<file path="config.mk">
export PLATFORM = sky130hd
export DESIGN_NAME = mem_stage
export DESIGN_NICKNAME = d
export VERILOG_FILES = /design/src/rtl/mem_stage_pkg.sv /design/src/rtl/mem_stage_fsm.sv /design/src/rtl/mem_stage.sv
export SDC_FILE = /design/constraint.sdc
export NUM_CORES = 1
export LEC_CHECK = 0
export ABC_AREA = 1
export CAP_MARGIN = 25
export CORE_AREA = 2 2 208 210
export DETAILED_ROUTE_END_ITERATION = 8
export DIE_AREA = 0 0 210 212
export GPL_TIMING_DRIVEN = 1
export SYNTH_ARGS = -nofsm -noshare
export SYNTH_HDL_FRONTEND = slang
export SYNTH_SLANG_ARGS = --single-unit
</file>
<file path="constraint.sdc">
create_clock -name clk -period 14.76 [get_ports clk]
set_input_delay 1.476 -clock clk [delete_from_list [all_inputs] [get_ports clk]]
set_output_delay 1.476 -clock clk [all_outputs]
set_load 0.02 [all_outputs]
</file>
<file path="src/rtl/mem_stage_pkg.sv">
// Shared definitions for the EX->MEM->WB payload bus and the MEM-stage FSM encoding.
// Also used by ex_stage (packing) and wb_stage (unpacking).
package mem_stage_pkg;

    localparam int PAYLOAD_W = 214;

    localparam int PC_OFF          = 0;    localparam int PC_W          = 32;
    localparam int WNUM_OFF        = 32;   localparam int WNUM_W        = 5;
    localparam int SEL_WBDATA_OFF  = 37;   localparam int SEL_WBDATA_W  = 3;
    localparam int ONEHOT_OFF      = 40;   localparam int ONEHOT_W      = 48;
    localparam int LUBHW_CON_OFF   = 88;   localparam int LUBHW_CON_W   = 5;
    localparam int ADRL_OFF        = 93;   localparam int ADRL_W        = 2;
    localparam int WRITE_TYPE_OFF  = 95;   localparam int WRITE_TYPE_W  = 4;
    localparam int WBDATA_OFF      = 99;   localparam int WBDATA_W      = 32;
    localparam int LLR_WE_OFF      = 131;
    localparam int EXCEPTION_OFF   = 132;
    localparam int BD_OFF          = 133;
    localparam int EXCCODE_OFF     = 134;  localparam int EXCCODE_W     = 5;
    localparam int CP0_ADDR_OFF    = 139;  localparam int CP0_ADDR_W    = 8;
    localparam int MTC0_DATA_OFF   = 147;  localparam int MTC0_DATA_W   = 32;
    localparam int ERROR_VADDR_OFF = 179;  localparam int ERROR_VADDR_W = 32;
    localparam int ERET_OFF        = 211;
    localparam int MFTC0_OP_OFF    = 212;  localparam int MFTC0_OP_W    = 2;

    localparam logic [PAYLOAD_W-1:0] PAYLOAD_RST = '0;

    typedef enum logic [1:0] {
        S_IDLE  = 2'd0,
        S_WAIT  = 2'd1,
        S_DONE  = 2'd2,
        S_DRAIN = 2'd3
    } mem_state_e;

    function automatic logic [WNUM_W-1:0] payload_wnum(input logic [PAYLOAD_W-1:0] p);
        return p[WNUM_OFF +: WNUM_W];
    endfunction

endpackage

</file>
<file path="src/rtl/mem_stage_fsm.sv">
// MEM-stage control: state register, next-state logic and the valid/allowin handshake.
module mem_stage_fsm
    import mem_stage_pkg::*;
(
    input  logic       clk,
    input  logic       rst,
    input  logic       ex_valid_in,
    input  logic       ex_req_issued_in,
    input  logic       data_data_ok,
    input  logic       wb_allowin_in,
    input  logic       flush_in,
    output mem_state_e state_out,
    output logic       allowin_out,
    output logic       valid_out,
    output logic       accept_out,
    output logic       busy_out,
    output logic       take_rdata_out
);

    mem_state_e state_q, state_d;

    always_ff @(posedge clk or posedge rst) begin
        if (rst) state_q <= S_IDLE;
        else     state_q <= state_d;
    end

    always_comb begin
        allowin_out    = (state_q == S_IDLE) || (state_q == S_DONE && wb_allowin_in);
        valid_out      = (state_q == S_DONE);
        busy_out       = (state_q == S_WAIT) || (state_q == S_DRAIN);
        accept_out     = allowin_out && ex_valid_in && !flush_in;
        take_rdata_out = (state_q == S_WAIT) && data_data_ok && !flush_in;
        state_d        = state_q;

        if (flush_in) begin
            case (state_q)
                S_WAIT:  state_d = data_data_ok ? S_IDLE : S_DRAIN;
                // The owed response still retires the drain even under a new flush.
                S_DRAIN: state_d = data_data_ok ? S_IDLE : S_DRAIN;
                default: state_d = S_IDLE;
            endcase
        end else if (accept_out) begin
            state_d = ex_req_issued_in ? S_WAIT : S_DONE;
        end else begin
            case (state_q)
                S_WAIT:  if (data_data_ok)  state_d = S_DONE;
                S_DONE:  if (wb_allowin_in) state_d = S_IDLE;
                S_DRAIN: if (data_data_ok)  state_d = S_IDLE;
                default: state_d = state_q;
            endcase
        end
    end

    assign state_out = state_q;

endmodule

</file>
<file path="src/rtl/mem_stage.sv">
// Pipeline MEM stage: holds the EX payload, waits for load data, hands off to WB.
// Build option: define MEM_STALL_CNT_EN to count cycles spent in WAIT/DRAIN.
module mem_stage
    import mem_stage_pkg::*;
#(
    parameter int PAYLOAD_W = mem_stage_pkg::PAYLOAD_W
) (
    input  logic                 clk,
    input  logic                 rst,
    input  logic                 ex_valid_in,
    output logic                 mem_allowin_out,
    input  logic [PAYLOAD_W-1:0] ex_payload_in,
    input  logic                 ex_req_issued_in,
    input  logic                 data_data_ok,
    input  logic [31:0]          data_rdata,
    input  logic                 wb_allowin_in,
    input  logic                 wb_ClrStpJmp_in,
    output logic                 mem_valid_out,
    output logic [PAYLOAD_W-1:0] mem_payload_out,
    output logic [31:0]          mem_dm_data_out,
    output logic [4:0]           mem_wnum_fwd_out,
    output logic                 mem_busy_out,
    output logic [31:0]          mem_stall_cnt_out
);

    mem_state_e state;
    logic       accept, take_rdata;

    logic [PAYLOAD_W-1:0] payload_q, payload_d;
    logic [31:0]          dm_data_q, dm_data_d;

    mem_stage_fsm u_fsm (
        .clk              (clk),
        .rst              (rst),
        .ex_valid_in      (ex_valid_in),
        .ex_req_issued_in (ex_req_issued_in),
        .data_data_ok     (data_data_ok),
        .wb_allowin_in    (wb_allowin_in),
        .flush_in         (wb_ClrStpJmp_in),
        .state_out        (state),
        .allowin_out      (mem_allowin_out),
        .valid_out        (mem_valid_out),
        .accept_out       (accept),
        .busy_out         (mem_busy_out),
        .take_rdata_out   (take_rdata)
    );

    always_comb begin
        payload_d = payload_q;
        dm_data_d = dm_data_q;
        if (wb_ClrStpJmp_in)  payload_d = PAYLOAD_RST[PAYLOAD_W-1:0];
        else if (accept)      payload_d = ex_payload_in;
        // Cleared on every accept so non-loads present a zero load word.
        if (accept)           dm_data_d = '0;
        else if (take_rdata)  dm_data_d = data_rdata;
    end

    always_ff @(posedge clk or posedge rst) begin
        if (rst) begin
            payload_q <= PAYLOAD_RST[PAYLOAD_W-1:0];
            dm_data_q <= '0;
        end else begin
            payload_q <= payload_d;
            dm_data_q <= dm_data_d;
        end
    end

    assign mem_payload_out  = payload_q;
    assign mem_dm_data_out  = dm_data_q;
    // Forward while an instruction occupies the stage, including a load still in flight.
    assign mem_wnum_fwd_out = (state == S_WAIT || state == S_DONE) ? payload_q[WNUM_OFF +: WNUM_W] : 5'd0;

`ifdef MEM_STALL_CNT_EN
    logic [31:0] stall_cnt_q, stall_cnt_d;

    always_comb begin
        stall_cnt_d = stall_cnt_q;
        if (mem_busy_out && stall_cnt_q != 32'hFFFF_FFFF) stall_cnt_d = stall_cnt_q + 32'd1;
    end

    always_ff @(posedge clk or posedge rst) begin
        if (rst) stall_cnt_q <= '0;
        else     stall_cnt_q <= stall_cnt_d;
    end

    assign mem_stall_cnt_out = stall_cnt_q;
`else
    assign mem_stall_cnt_out = 32'd0;
`endif

    a_no_stray_resp: assert property (@(posedge clk) disable iff (rst)
        data_data_ok |-> (state == S_WAIT || state == S_DRAIN));

endmodule

</file>
# Word-level counts from Yosys, hierarchy flattened
# Index checks and enable logic that the tools add are counted.
[op_classes]
eq_ne = 6
mux = 14
reduce_logical = 15
[op_table]
columns = ["operator", "count"]
rows = [
  ["214-bit 2-to-1 mux", 2],
  ["32-bit 2-to-1 mux", 2],
  ["2-bit 2-to-1 mux", 8],
  ["4-bit != test, second input constant", 2],
  ["2-bit one-hot mux with 3 select lines", 1],
  ["1-bit logical AND", 5],
  ["5-bit 2-to-1 mux", 1],
  ["5-bit nonzero test", 1],
  ["2-bit == test, second input constant", 2],
  ["4-bit by 3-bit != test with 1-bit output, second input constant", 1],
  ["4-bit AND reduction", 1],
  ["2-bit nonzero test", 2],
  ["1-bit logical OR", 3],
  ["2-bit by 1-bit == test with 1-bit output, second input constant", 1],
  ["2-bit zero test", 1],
  ["2-bit OR reduction", 1],
  ["1-bit zero test", 1],
]
[word_totals]
reg_bits = 248
inputBits = 253
output_inout_bits = 286
wordCells = 38

# Longest topological paths before layout
[depth]
ltp_word = 7
mapped_depth = 10
ltp_nobuf = 10

# Hierarchy
# From an unflattened synthesis, not the netlist that was laid out.
[hier_totals]
cells_unflattened = 1126
area_unflattened_um2 = 9706.8
[modules_own_cells]
columns = ["module", "instances", "cells_per_inst", "area_per_inst_um2", "seq_area_each_um2"]
rows = [
  ["mem_stage", 1, 1091, 9502.9, 6155.9],
  ["mem_stage_fsm", 1, 35, 203.9, 50.0],
]

# Least setup slack after synthesis
# OpenSTA, ideal clock, no wires.
[synth_timing]
path_type = "input to output"
startpoint = "input wb_allowin_in"
endpoint = "output mem_allowin_out"
arrival_time_ns = 1.704
required_ns = 13.284
path_slack_ns = 11.580
path_stages = 2
n_path_buf = 0
cell_sequence = "nand2_1 nand2_2"
[synth_via]
elab_chain_cells = 2
[synth_rtl]
columns = ["element", "line_no", "rtl"]
rows = [
  ["from (decl)", "mem_stage.sv:16", "input logic wb_allowin_in,"],
  ["1-bit logical AND", "mem_stage_fsm.sv:28", "allowin_out = (state_q == S_IDLE) || (state_q == S_DONE && wb_allowin_in);"],
  ["1-bit logical OR", "mem_stage_fsm.sv:28", ""],
  ["to (decl)", "mem_stage.sv:11", "output logic mem_allowin_out,"],
]
# No other way between the ends.

# Worst setup path in the final report
[layout_timing]
startpoint = "input wb_allowin_in"
endpoint = "register payload_q[207], in the netlist mem_payload_out[207]"
[layout_via]
elab_chain_cells = 5
[layout_rtl]
columns = ["element", "line_no", "rtl"]
rows = [
  ["1-bit logical AND", "mem_stage_fsm.sv:28", ""],
  ["1-bit logical OR", "mem_stage_fsm.sv:28", ""],
  ["1-bit logical AND (2 in series)", "mem_stage_fsm.sv:31", "accept_out = allowin_out && ex_valid_in && !flush_in;"],
  ["2-bit nonzero test (no source line)", "-", ""],
  ["to (signal assigned)", "mem_stage.sv:60", "payload_q <= PAYLOAD_RST[PAYLOAD_W-1:0];"],
  ["to (signal assigned)", "mem_stage.sv:63", "payload_q <= payload_d;"],
  ["to (decl)", "mem_stage.sv:29", "logic [PAYLOAD_W-1:0] payload_q, payload_d;"],
]
# No other way between the ends.
# A chain may end at the register's enable or synchronous reset.

==> run summary <==
status - completed
# diodes - 0
Pre-Repair DR Iteration Count - 4
post-synth cell types - 20
IO Port Bufs - 506
Final #Nets - 1,437
post-route antenna net violation count - 0
Clock Skew - 0.005678 ns
vias in the first global route - 7,631
Synthesis Warnings - 0
gr usage total - 0.1332
# H-tree levels - 1
Slew @ Worst Pin - 1.020 ns
Wirelength per Cell - 17.88 um
Syn-to-layout area delta - 66.51%
initial drt markers - 346
via count - 7,374
Clock Pin Slew Worst Setup and Hold Paths - 0.06 ns
FF/Latch Area - 6206 sq um
later-pin clock latency in the skew report - 0.53 ns
Pleak - 7.260 nW
fin crit period - 4.530 ns
Synth top area share - 0.6550
final hold violations - 0
crit path max fanout - 127
hold buffers post-CTS - 0
CTS Buffer Depth - 3
Routed WL - 31,210 um
Slowest cell on crit path - inv_6
die area - 44,520 sq um
first-pass GRT wire length - 46,690 um
top cell type by total area after synthesis - dfrtp_1
Chip Width - 210 um
RD Place Congestion - 0.7469
Setup Viol. Count Final - 0
Slew Limit Fails - 0
FP Rows - 76
Util after Layout - 0.3711
Starting Density - 0.2229
global route overflow - 0
CTS sink count - 248
Worst EP arrival - 5.00 ns
share of cells above drive strength 1 - 0.07256
Residual DRC - 0
post-CTS setup buffers - 0
Area contributors post-synth - dfrtp_1, a22o_1, buf_4
PD cells - 149.9 nW/um^2
CP endpoint kind - register
sequential element share of the synthesized area - 0.6550
post-CTS sizing - 0
Root Driver - clkbuf_16
Detail Placement HPWL - 22,010 um
multi-input logic area - 2666 sq um
Synth Cell Area - 9474 sq um
Total Neg Setup Slack - 0 ns
Cells after Synth - 690
worst relative slew slack - 0.3201
CTS buffer count - 27
initial antenna violation count - 0
Worst Reg-to-Reg Cells - 8
delay of the slowest critical-path stage - 0.99 ns
hold depth - 1
hold crit path type - register to register
core area - 42,510 sq um
CTS tree - built
largest net degree at the start of global routing - 128
crit-path cells - clkdlybuf4s50_1, nand2_1, nand2_2, nand3_2, inv_6, buf_4, a22o_1
I/O pins - 539
Final Cycle Share - 0.3069
via-per-instance ratio - 4.226
Synth Area per Inst - 13.73 sq um
Die Y - 212 um
Crit Path Class - input pin to register
RSZ-0062 raised after global routing - false
Max Clock Freq - 220.8 MHz
Filler cells - 4,172
Yosys reg bits - 248
Max Cap Violations - 0
Worst VDD drop - 62.94 uV
CP startpoint kind - input pin
Req. time, crit path - 15.23 ns
==> cell type report <==
class	count	area share
tap	546	0.04331
multi-input combinational	342	0.1690
clock buffer	43	0.05171
inverter	47	0.01198
timing repair buffer	514	0.3274
clock inverter	5	0.003173
sequential	248	0.3934
==> layout by cell type, fill, tap and decap left out, types with 4 or more instances in the layout <==
| cell | netlist | layout |
|---|---|---|
| nor2_1 | 4 | 4 |
| clkinv_2 | 0 | 4 |
| clkbuf_16 | 0 | 27 |
| clkbuf_8 | 0 | 8 |
| nand2_1 | 45 | 45 |
| conb_1 | 1 | 32 |
| a22o_1 | 214 | 214 |
| ha_1 | 4 | 4 |
| clkdlybuf4s50_1 | 0 | 506 |
| mux2_2 | 32 | 32 |
| buf_4 | 53 | 6 |
| clkbuf_1 | 6 | 8 |
| dfrtp_1 | 248 | 248 |
| inv_1 | 46 | 45 |
==> flip-flops by register name, summed over array words and instances, names as in the netlist <==
register and count:
mem_dm_data_out 32, mem_payload_out 214, u_fsm.state_out 2
==> metrics by stage <==
step           cell area (sq um)  instances  total power, mW  setup slack (ns)  hold slack [ns]
6_report                   15780       1745            2.365             10.23           0.4921
5_1_grt                    15780       1745            2.485             9.933           0.5040
4_1_cts                    15750       1744            2.399             10.18           0.4965
3_5_place_dp               14880       1696            1.717             9.619           0.4797
3_3_place_gp               14850       1695            1.709             9.681           0.4786
2_1_floorplan               9590        721            1.305             6.469           0.5284
==> logic make-up (layout without fill, tap and decap cells) <==
group           Yosys count  after routing  synth area share
other cells               1             32         0.0003958
fa+ha+maj                 4              4          0.005283
flops                   248            248            0.6550
mux                      32             32           0.03804
buf+inv                 131            609           0.07581
compound gates          218            218            0.2014
simple gates             56             56           0.02404
==> Yosys cell counts (all sizes together) <==
library cell,instances
nor2,4
nand2,46
dfrtp,248
inv,47
nand3,4
o21ai,2
mux2,32
a21oi,1
clkbuf,6
or2,2
ha,4
a22o,214
o211ai,1
buf,78
conb,1
==> path summary, 6_finish.rpt <==
kind	from	end	slack, ns
min in group asynchronous	rst	mem_payload_out[164]	1.50
hold reg to reg	mem_payload_out[46]	mem_payload_out[46]	0.49
max in group asynchronous	rst	mem_payload_out[202]	11.80
setup reg to reg	u_fsm.state_out[0]	mem_payload_out[207]	10.88
setup / recovery	wb_allowin_in	mem_payload_out[207]	10.23
hold / removal	mem_payload_out[46]	mem_payload_out[46]	0.49
==> worst max-delay path: cells and delay by family <==
kind | cells | cell delay, ns
buf+inv | 3 | 2.33
compound gates | 1 | 0.26
simple gates | 3 | 0.82
==> routing by layer <==
layer | track usage | wire [um]
met5 | 0 | 0
met3 | 0.03368 | 2211
met1 | 0.1764 | 13400
met2 | 0.2162 | 14990
met4 | 0.03766 | 602
==> where the power goes <==
group	switching [mW]	internal, mW	leakage, nW
Combinational	0.419	0.397	3.47
Clock	0.268	0.393	0.429
Sequential	0.0796	0.807	3.36
Total	0.767	1.60	7.26
(Power assumes the default switching activity.)
